`src/rtl/mac_seq_ctrl.sv`:
```
`default_nettype none
// +----------------------------------------------------------------------------+
// | Module      : mac_seq_ctrl                                                 |
// | Description : Sequences NGROUPS pixel/weight groups into an external MAC   |
// |               and accumulates the returned partial sums into a saturating  |
// |               signed neuron accumulator.                                   |
// | Revision    : 1.0 - initial release                                        |
// +----------------------------------------------------------------------------+
// | Ports                                                                      |
// |   clk       in   rising-edge clock                                         |
// |   rst       in   asynchronous active-high reset                            |
// |   start     in   begin one neuron accumulation (honoured in IDLE only)     |
// |   in_valid  in   pix_in/w_in hold a valid group                            |
// |   in_ready  out  a group is accepted this cycle when in_valid is high      |
// |   pix_in    in   LANES spike pixels, bit i pairs with weight lane i        |
// |   w_in      in   LANES weights, lane i at [WIDTH*i +: WIDTH]               |
// |   mac_p     out  registered pixels presented to the MAC                    |
// |   mac_w     out  registered weights presented to the MAC                   |
// |   mac_sum   in   signed MAC result, valid MAC_LAT cycles after mac_p/mac_w |
// |   acc_out   out  signed accumulated neuron sum (7 fractional bits)         |
// |   out_valid out  one-cycle pulse, acc_out is final                         |
// |   busy      out  controller is not IDLE                                    |
// +----------------------------------------------------------------------------+
module mac_seq_ctrl #(
  parameter int WIDTH   = 8,
  parameter int LANES   = 5,
  parameter int NGROUPS = 4,
  parameter int MAC_LAT = 1,
  parameter int ACC_W   = 16
) (
  input  logic                    clk,
  input  logic                    rst,
  input  logic                    start,
  input  logic                    in_valid,
  output logic                    in_ready,
  input  logic [LANES-1:0]        pix_in,
  input  logic [WIDTH*LANES-1:0]  w_in,
  output logic [LANES-1:0]        mac_p,
  output logic [WIDTH*LANES-1:0]  mac_w,
  input  logic signed [WIDTH+2:0] mac_sum,
  output logic signed [ACC_W-1:0] acc_out,
  output logic                    out_valid,
  output logic                    busy
);

  localparam int CW = $clog2(NGROUPS + 1);
  localparam int c_ext_bits = ACC_W + 1 - (WIDTH + 3);
  localparam logic [CW-1:0]    c_grp_last = CW'(NGROUPS - 1);
  localparam logic [ACC_W-1:0] c_acc_max  = {1'b0, {(ACC_W-1){1'b1}}};
  localparam logic [ACC_W-1:0] c_acc_min  = {1'b1, {(ACC_W-1){1'b0}}};

  typedef enum logic [1:0] {
    IDLE  = 2'd0,
    FEED  = 2'd1,
    DRAIN = 2'd2,
    DONE  = 2'd3
  } state_t;

  state_t                   r_state;
  state_t                   w_state_nxt;
  logic [CW-1:0]            r_grp;
  logic [CW-1:0]            r_outstanding;
  logic [MAC_LAT:0]         r_tag;
  logic signed [ACC_W-1:0]  r_acc;
  logic [LANES-1:0]         r_mac_p;
  logic [WIDTH*LANES-1:0]   r_mac_w;

  logic                     w_xfer;
  logic                     w_last_xfer;
  logic                     w_acc_en;
  logic                     w_start_ok;
  logic [ACC_W:0]           w_sum_wide;
  logic [ACC_W-1:0]         w_acc_nxt;

  assign w_xfer      = in_valid & in_ready;
  assign w_last_xfer = w_xfer && (r_grp == c_grp_last);
  // The oldest tag stage lines up with the cycle in which mac_sum belongs
  // to the group issued MAC_LAT+1 cycles earlier.
  assign w_acc_en    = r_tag[MAC_LAT];
  assign w_start_ok  = (r_state == IDLE) && start;

  assign mac_p   = r_mac_p;
  assign mac_w   = r_mac_w;
  assign acc_out = r_acc;

  // One guard bit above the accumulator: if it disagrees with the old sign
  // bit the true sum left the representable range and is clamped.
  assign w_sum_wide = {r_acc[ACC_W-1], r_acc}
                    + {{c_ext_bits{mac_sum[WIDTH+2]}}, mac_sum};

  always_comb begin
    w_acc_nxt = w_sum_wide[ACC_W-1:0];
    if (w_sum_wide[ACC_W] != w_sum_wide[ACC_W-1]) begin
      w_acc_nxt = w_sum_wide[ACC_W] ? c_acc_min : c_acc_max;
    end
  end

  // State register
  always_ff @(posedge clk or posedge rst) begin
    if (rst) begin
      r_state <= IDLE;
    end else begin
      r_state <= w_state_nxt;
    end
  end

  // Next state and control outputs
  always_comb begin
    w_state_nxt = r_state;
    in_ready    = 1'b0;
    out_valid   = 1'b0;
    busy        = 1'b1;
    case (r_state)
      IDLE: begin
        busy = 1'b0;
        if (start) w_state_nxt = FEED;
      end
      FEED: begin
        in_ready = 1'b1;
        if (w_last_xfer) w_state_nxt = DRAIN;
      end
      DRAIN: begin
        // Counter reaching zero means the final add has already landed.
        if (r_outstanding == '0) w_state_nxt = DONE;
      end
      DONE: begin
        out_valid   = 1'b1;
        w_state_nxt = IDLE;
      end
      default: w_state_nxt = IDLE;
    endcase
  end

  // Datapath: MAC operand registers, issue tags, counters, accumulator
  always_ff @(posedge clk or posedge rst) begin
    if (rst) begin
      r_mac_p       <= '0;
      r_mac_w       <= '0;
      r_tag         <= '0;
      r_grp         <= '0;
      r_outstanding <= '0;
      r_acc         <= '0;
    end else begin
      if (w_xfer) begin
        r_mac_p <= pix_in;
        r_mac_w <= w_in;
      end

      r_tag[0] <= w_xfer;
      for (int i = 1; i <= MAC_LAT; i++) begin
        r_tag[i] <= r_tag[i-1];
      end

      if (w_start_ok) begin
        r_grp <= '0;
      end else if (w_xfer) begin
        r_grp <= r_grp + CW'(1);
      end

      if (w_start_ok) begin
        r_outstanding <= '0;
      end else if (w_xfer && !w_acc_en) begin
        r_outstanding <= r_outstanding + CW'(1);
      end else if (!w_xfer && w_acc_en) begin
        r_outstanding <= r_outstanding - CW'(1);
      end

      if (w_start_ok) begin
        r_acc <= '0;
      end else if (w_acc_en) begin
        r_acc <= w_acc_nxt;
      end
    end
  end

endmodule
`default_nettype wire
```
`config.mk`:
```
export PLATFORM = sky130hd
export DESIGN_NAME = mac_seq_ctrl
export DESIGN_NICKNAME = d
export VERILOG_FILES = /design/src/rtl/mac_seq_ctrl.sv
export SDC_FILE = /design/constraint.sdc
export NUM_CORES = 1
export LEC_CHECK = 0
export CAP_MARGIN = 10
export CORE_UTILIZATION = 48
export CTS_BUF_LIST = sky130_fd_sc_hd__clkbuf_4 sky130_fd_sc_hd__clkbuf_8
export DETAILED_ROUTE_END_ITERATION = 8
export GPL_TIMING_DRIVEN = 0
export PLACE_DENSITY = 0.83
export SLEW_MARGIN = 10
export SYNTH_ARGS = -nofsm -noshare
export SYNTH_HDL_FRONTEND = slang
export SYNTH_SLANG_ARGS = --single-unit
```
`constraint.sdc`:
```
create_clock -name clk -period 2.8 [get_ports clk]
set_input_delay 0.56 -clock clk [delete_from_list [all_inputs] [get_ports clk]]
set_output_delay 0.56 -clock clk [all_outputs]
set_load 0.02 [all_outputs]
```
# Yosys cells after proc, flatten, opt, wreduce, memory -nomap -nowiden
# Cells that the tools add are included.
[op_classes]
reduce_logical = 12
eq_ne = 8
addsub = 4
bitwise_logic = 1
n_mux = 16
[op_table]
columns = ["operator", "n"]
rows = [
  ["$mux W16", 4],
  ["$add A16 B11 Y17", 1],
  ["$mux W3", 5],
  ["$pmux W2 S4", 1],
  ["$add A3 B1 Y3 const B", 2],
  ["$mux W2", 3],
  ["$ne A2 B2 Y1 const B", 3],
  ["$eq A2 B2 Y1 const B", 2],
  ["$logic_and A1 B1 Y1", 4],
  ["$reduce_bool A2 Y1", 2],
  ["$eq A3 B2 Y1 const B", 1],
  ["$logic_not A3 Y1", 1],
  ["$mux W1", 3],
  ["$reduce_and A3 Y1", 1],
  ["$reduce_bool A3 Y1", 1],
  ["$sub A3 B1 Y3 const B", 1],
  ["$eq A2 B1 Y1 const B", 1],
  ["$logic_not A1 Y1", 2],
  ["$logic_not A2 Y1", 1],
  ["$and A1 B1 Y1", 1],
  ["$ne A1 B1 Y1", 1],
]
[totals]
in_bits = 60
out_inout_bits = 64
wordCells = 48
ff_bits = 71

# Depth between registers and ports, before layout
[logic_depth]
depth_word = 8
ltp_mapped = 11
mapped_depth_nobuf = 9

# Least setup slack after synthesis
# No wires, ideal clock.
[synth_timing]
path_type = "input to register"
from = "input mac_sum[0]"
to = "register r_acc[12], in the netlist acc_out[12]"
arrival_time_ps = 2621
setup_slack_ps = 102
required_time_ps = 2723
stages = 9
cell_sequence = "ha_1 fa_1 a211oi_1 o21ai_0 a221oi_2 o21ai_1 xnor2_1 maj3_1 a21oi_1"
[synth_between]
elab_chain_cells = 5
word_cells_on_any_way = 6
[synth_lines]
columns = ["item", "line_no", "rtl"]
rows = [
  ["start, declared", "40", "input logic signed [WIDTH+2:0] mac_sum,"],
  ["$add A16 B11 Y17 (*)", "89", "+ {{c_ext_bits{mac_sum[WIDTH+2]}}, mac_sum};"],
  ["$mux W16 / $ne A1 B1 Y1 (equally long branches)", "94, 93", ""],
  ["$mux W16 (*)", "93", "if (w_sum_wide[ACC_W] != w_sum_wide[ACC_W-1]) begin"],
  ["$mux W16 (*)", "170", "end else if (w_acc_en) begin"],
  ["$mux W16 (*)", "168", "if (w_start_ok) begin"],
  ["end signal, assigned", "171", "r_acc <= w_acc_nxt;"],
  ["end, declared", "64", "logic signed [ACC_W-1:0] r_acc;"],
]
# Mark *: on every way between the ends. The rest lies on a longest branch, timed or not. The select of a mux whose other input is x is not followed.
# A chain may end at the register's enable or synchronous reset.

# Worst setup path after layout
[layout_timing]
from = "input mac_sum[7]"
to = "register r_acc[12], in the netlist acc_out[12]"
# The elaborated chain is that of the path after synthesis.

==> results.md <==
- The cell count after synthesis is 334.
- 124 I/O pins were placed.
- The actual slew at the worst max-slew pin is 697.6 ps.
- Buffers placed on the I/O ports in this run total 123.
- Setup repair after global routing left no endpoint under its margin.
- The net switching power is 0.002871 W.
- The detailed-route DRC error count is 0.
- The dominant cell type by area after synthesis is sky130_fd_sc_hd__dfrtp_1.
- The detailed-router iteration count before antenna repair is 4.
- The first global-routing pass estimated 15390 um of wire.
- The overall overflow remaining after global route is 0.
- The number of buffers and inverters on the critical path is 2.
- Cells with a size suffix above 1 make up 24.32% of the layout.
- The synthesized design contains 71 register bits.
- The max-slew violation count came to 0.
- The final weighted congestion in routability-driven placement is 0.9177.
- The cell with the most instances on the worst path is sky130_fd_sc_hd__a21o_1.
- The fraction of the mapped netlist area in adder cells is 12.80%.
- Compared with the post-synthesis result, the final layout area differs by 43.47%.
- Timing would allow up to 0.3719 GHz.
- The worst setup path is of the in -> reg kind.
- Yosys printed 0 warnings.
- Measured against the total synthesized area, the mux share comes to 13.38%.
- The clock tree synthesis step divided the H-tree into 3 levels.
- In this run the static leakage power is 2.327 nW.
- After synthesis, the largest family of logic cells by area is compound AO/OA/AOI/OAI gates.
- In this run, CTS created clock tree buffers numbering 9.
- In this run, the clock network consumes 13.5% of the power.
- The number of antenna cells inserted is 0.
- Per report_power, the sequential group accounts for 26.2% of the total.
- The number of standard-cell rows in the floorplan is 32.
- Yosys mapped the design onto 44 distinct sky130hd cell types.
- The die is 91.71 um wide.
- The max-cap check violation count is 0.
- In this run the biggest area consumer among cell types represents 46.00% of the synthesized area.
- Data on the critical path is required at its endpoint by 3090 ps.
- The combinational share of power is 60.3%.
- The maximum number of pins on one net before global-route repair is 46.
- Summing all multi-input logic gate instances after layout gives 1978 um2.
- Summing the areas of all xor and xnor instances in the mapped netlist gives 3.822% of the synthesized area.
- The cell area power density is 1261 nW/um2.
- Summing the sequential cell areas from Yosys gives 46.00% of the chip area.
- The detail-routed net length per standard cell is 16.01 um.
- Detailed routing inserted a total of 3102 vias.
- Dividing the final minimum period by the clock period gives 96.02%.
- The clock transition at the register clock pins on the worst setup and hold paths after CTS is 80 ps.
- The source-to-sink clock delay at the later pin of the worst-skew pair is 360 ps.
- The via count of the first global-routing pass is 3201.
- The critical path's top delay family is compound AO/OA/AOI/OAI gates.
- The clock net in this run drives a total of 71 sinks.
- The die height is 91.71 um.
- The mean instance size in the synthesized netlist is 11.56 um2.
- The minimum setup slack after placement is -610.6 ps.
- VDD sags by at most 0.0006264 V.
- The sum of routed wire length over all layers is 9268 um.
- The maximum buffer depth of the clock tree is 2.
- Setup violations remaining at the end of the flow were counted as 0.
- Summing the areas of all and, or, nand and nor instances in the mapped netlist gives 4.859% of the synthesized area.
- Headroom to the max-slew limit came out at 53.49%.
- The synthesized netlist occupies a cell area of 3862 um2.
- The final hold violation count is 0.
- Summing the areas of all compound-gate instances in the mapped netlist gives 15.35% of the synthesized area.
- Measured on the finished design, the core utilization comes to 71.34%.
- The proportion of total power due to net switching is 41.07%.
- STA classifies the critical path endpoint as a register.
- The total die area is 8410 um2.
- The count of nets left with antenna violations once routing finished came out at 0.
- The internal power consumption is 0.004118 W.
- The slowest stage of the critical path belongs to the cell sky130_fd_sc_hd__clkdlybuf4s50_1.
- The placed wire-length estimate is 6635 um.
- The starting density of the core is 49.73%.
- The minimum setup slack in the final design is 111.4 ps.
- In this run the worst hold path is classified as reg -> reg.
- In the global route stage, overall resource usage came out at 23.29%.
- After detailed routing, the number of vias per cell comes to 5.358.
- The run finished with clean final reports.
- Across the routed clock network, the largest skew measured is 20.71 ps.
- The DRC violation total after the first TritonRoute iteration is 150.
- The post-synth net total is 419.
- Along the worst path, the maximum fanout reaches 6.
- The number of antenna violations at the first check in global routing is 0.
- At the end of the flow, the number of nets in the layout was 557.
- The final critical-path required period is 2689 ps.
- The clock root buffer is sky130_fd_sc_hd__clkbuf_8.
- The longest individual stage delay on the worst path is 410 ps.
- The sequential cells in the finished layout cover a total of 1777 um2.
- By area the synthesized netlist is led by sky130_fd_sc_hd__dfrtp_1 46%, sky130_fd_sc_hd__mux2_2 13%, sky130_fd_sc_hd__ha_1 7.5%.
- Data arrives at the worst endpoint at 2980 ps.
- The CTS tree is yes.
- The worst setup path is launched from a primary input.
- The floorplan step defined a core boundary enclosing 7767 um2.
- After filler insertion, the fill cell instance count of the layout stands at 566.
- Traced cell by cell, the critical path runs through clkdlybuf4s50_1, ha_1, a21o_1, a21o_1, a221oi_2, buf_4, o21ai_1, xnor2_1, maj3_1, a21oi_2.
==> cells in the mapped netlist, drive strengths merged <==
cell type	n
and3	2
mux2i	1
or2	1
xnor2	10
a221oi	1
ha	23
a21oi	30
dfrtp	71
maj3	15
nor2	15
a21boi	1
clkbuf	9
or3	2
nand4	1
a22oi	1
inv	16
o211ai	6
a2bb2oi	1
a2111oi	1
fa	2
o21bai	1
mux2	45
a222oi	1
o21a	1
o21ba	2
buf	7
o2111ai	3
nand3	7
a21o	4
o21ai	28
nand2	15
a22o	1
a211oi	3
xor2	6
o31ai	1
==> stage by stage <==
| step | hold slack [ps] | instance area (um2) | power (W) | cells | setup TNS (ps) |
|---|---|---|---|---|---|
| after CTS | 349.8 | 5507 | 0.006960 | 577 | 0 |
| final | 345.7 | 5542 | 0.006988 | 579 | 0 |
| after detailed placement | 338.7 | 5251 | 0.005946 | 560 | -7179 |
| after floorplan | 331.2 | 3862 | 0.004485 | 334 | 0 |
| after global routing | 356.3 | 5542 | 0.007430 | 579 | 0 |
| after global placement | 333.5 | 5221 | 0.005832 | 559 | -62640 |
==> cell type report <==
cell class,instances,area share [%]
buffer,16,1.558
tap,102,2.303
inverter,16,1.129
sequential,71,32.06
timing repair buffer,127,23.14
clock buffer,9,2.235
multi-input combinational,231,35.70
clock inverter,7,1.874
==> routing by layer <==
metal  vias to the layer above  track usage, %  part of all wire (%)
met2                       123           37.59                    48
met4                         0           7.161                   1.4
met5                         -               0                     0
met1                      1499           29.97                    43
li1                       1466               -                     -
met3                        14           7.380                   7.1
==> power groups by stage <==
stage / logic (W) / registers (W) / clock network [W]
6_report: 0.00421 / 0.00183 / 0.000944
3_5_place_dp: 0.00411 / 0.00184 / 0
2_1_floorplan: 0.00216 / 0.00233 / 0
4_1_cts: 0.00418 / 0.00183 / 0.000954
3_3_place_gp: 0.00402 / 0.00181 / 0
5_1_grt: 0.00453 / 0.00190 / 0.00100
==> kinds of logic after synthesis <==
logic type / Yosys count
AOI/OAI and AO/OA: 86
xor gates and xnor gates: 16
adders and majority gates: 40
buffers and inverters: 32
DFF: 71
muxes: 46
and+or+nand+nor: 43
==> registers in the layout, indices dropped and copies added, names as in the netlist <==
| signal | flops |
|---|---|
| acc_out | 16 |
| mac_p | 5 |
| mac_w | 40 |
| r_grp | 3 |
| r_outstanding | 3 |
| r_state | 2 |
| r_tag | 2 |
==> worst reg2reg max path, stage by stage, from the launching register on <==
cell and delay [ps]:
sky130_fd_sc_hd__dfrtp_1 430, sky130_fd_sc_hd__ha_4 200, sky130_fd_sc_hd__fa_2 420, sky130_fd_sc_hd__a211oi_2 270, sky130_fd_sc_hd__o21ai_1 110, sky130_fd_sc_hd__a221oi_2 240, sky130_fd_sc_hd__buf_4 170, sky130_fd_sc_hd__o21ai_1 70
sky130_fd_sc_hd__xnor2_1 150, sky130_fd_sc_hd__maj3_1 380, sky130_fd_sc_hd__a21oi_2 140
==> what timing repair did <==
action | in CTS | in global routing
pin swaps | 1 | 3
buffers inserted | 1 | 2
hold buffers | 0 | 0
setup endpoints to repair | 14 | 11
endpoints found under the hold margin | 0 | 0
resized for setup | 8 | 4
==> final timing paths <==
| kind | startpoint | end | cells past startpoint | slack (ps) |
|---|---|---|---|---|
| worst max-delay path | mac_sum[7] | acc_out[12] | 10 | 110 |
| worst min-delay path | r_tag[0] | r_tag[1] | 0 | 350 |
| worst max register to register | acc_out[0] | acc_out[12] | 10 | 190 |
| worst min register to register | r_tag[0] | r_tag[1] | 0 | 350 |
| max in group asynchronous | rst | acc_out[10] | 3 | 1720 |
| min in group asynchronous | rst | mac_p[3] | 2 | 530 |
==> cells in the final DEF (no fill, tap or decap), types with 2 or more instances in the layout <==
| cell type | n |
|---|---|
| sky130_fd_sc_hd__nand2_1 | 15 |
| sky130_fd_sc_hd__maj3_1 | 2 |
| sky130_fd_sc_hd__o2111ai_1 | 3 |
| sky130_fd_sc_hd__clkbuf_8 | 9 |
| sky130_fd_sc_hd__a21o_1 | 4 |
| sky130_fd_sc_hd__o211ai_1 | 3 |
| sky130_fd_sc_hd__or3_1 | 2 |
| sky130_fd_sc_hd__mux2_2 | 45 |
| sky130_fd_sc_hd__a21oi_2 | 15 |
| sky130_fd_sc_hd__o21ai_0 | 23 |
| sky130_fd_sc_hd__nor2_1 | 15 |
| sky130_fd_sc_hd__clkbuf_1 | 9 |
| sky130_fd_sc_hd__ha_1 | 21 |
| sky130_fd_sc_hd__buf_6 | 3 |
| sky130_fd_sc_hd__xor2_1 | 6 |
| sky130_fd_sc_hd__o211ai_2 | 3 |
| sky130_fd_sc_hd__nand3_1 | 7 |
| sky130_fd_sc_hd__inv_1 | 15 |
| sky130_fd_sc_hd__and3_2 | 2 |
| sky130_fd_sc_hd__a21oi_1 | 15 |
| sky130_fd_sc_hd__dfrtp_1 | 71 |
| sky130_fd_sc_hd__buf_2 | 3 |
| sky130_fd_sc_hd__bufinv_16 | 2 |
| sky130_fd_sc_hd__buf_4 | 3 |
| sky130_fd_sc_hd__maj3_2 | 13 |
| sky130_fd_sc_hd__clkdlybuf4s50_1 | 121 |
| sky130_fd_sc_hd__o21ba_2 | 2 |
| sky130_fd_sc_hd__o21ai_1 | 4 |
| sky130_fd_sc_hd__a211oi_2 | 2 |
| sky130_fd_sc_hd__clkinvlp_4 | 2 |
| sky130_fd_sc_hd__xnor2_1 | 9 |
(Power assumes the default switching activity.)
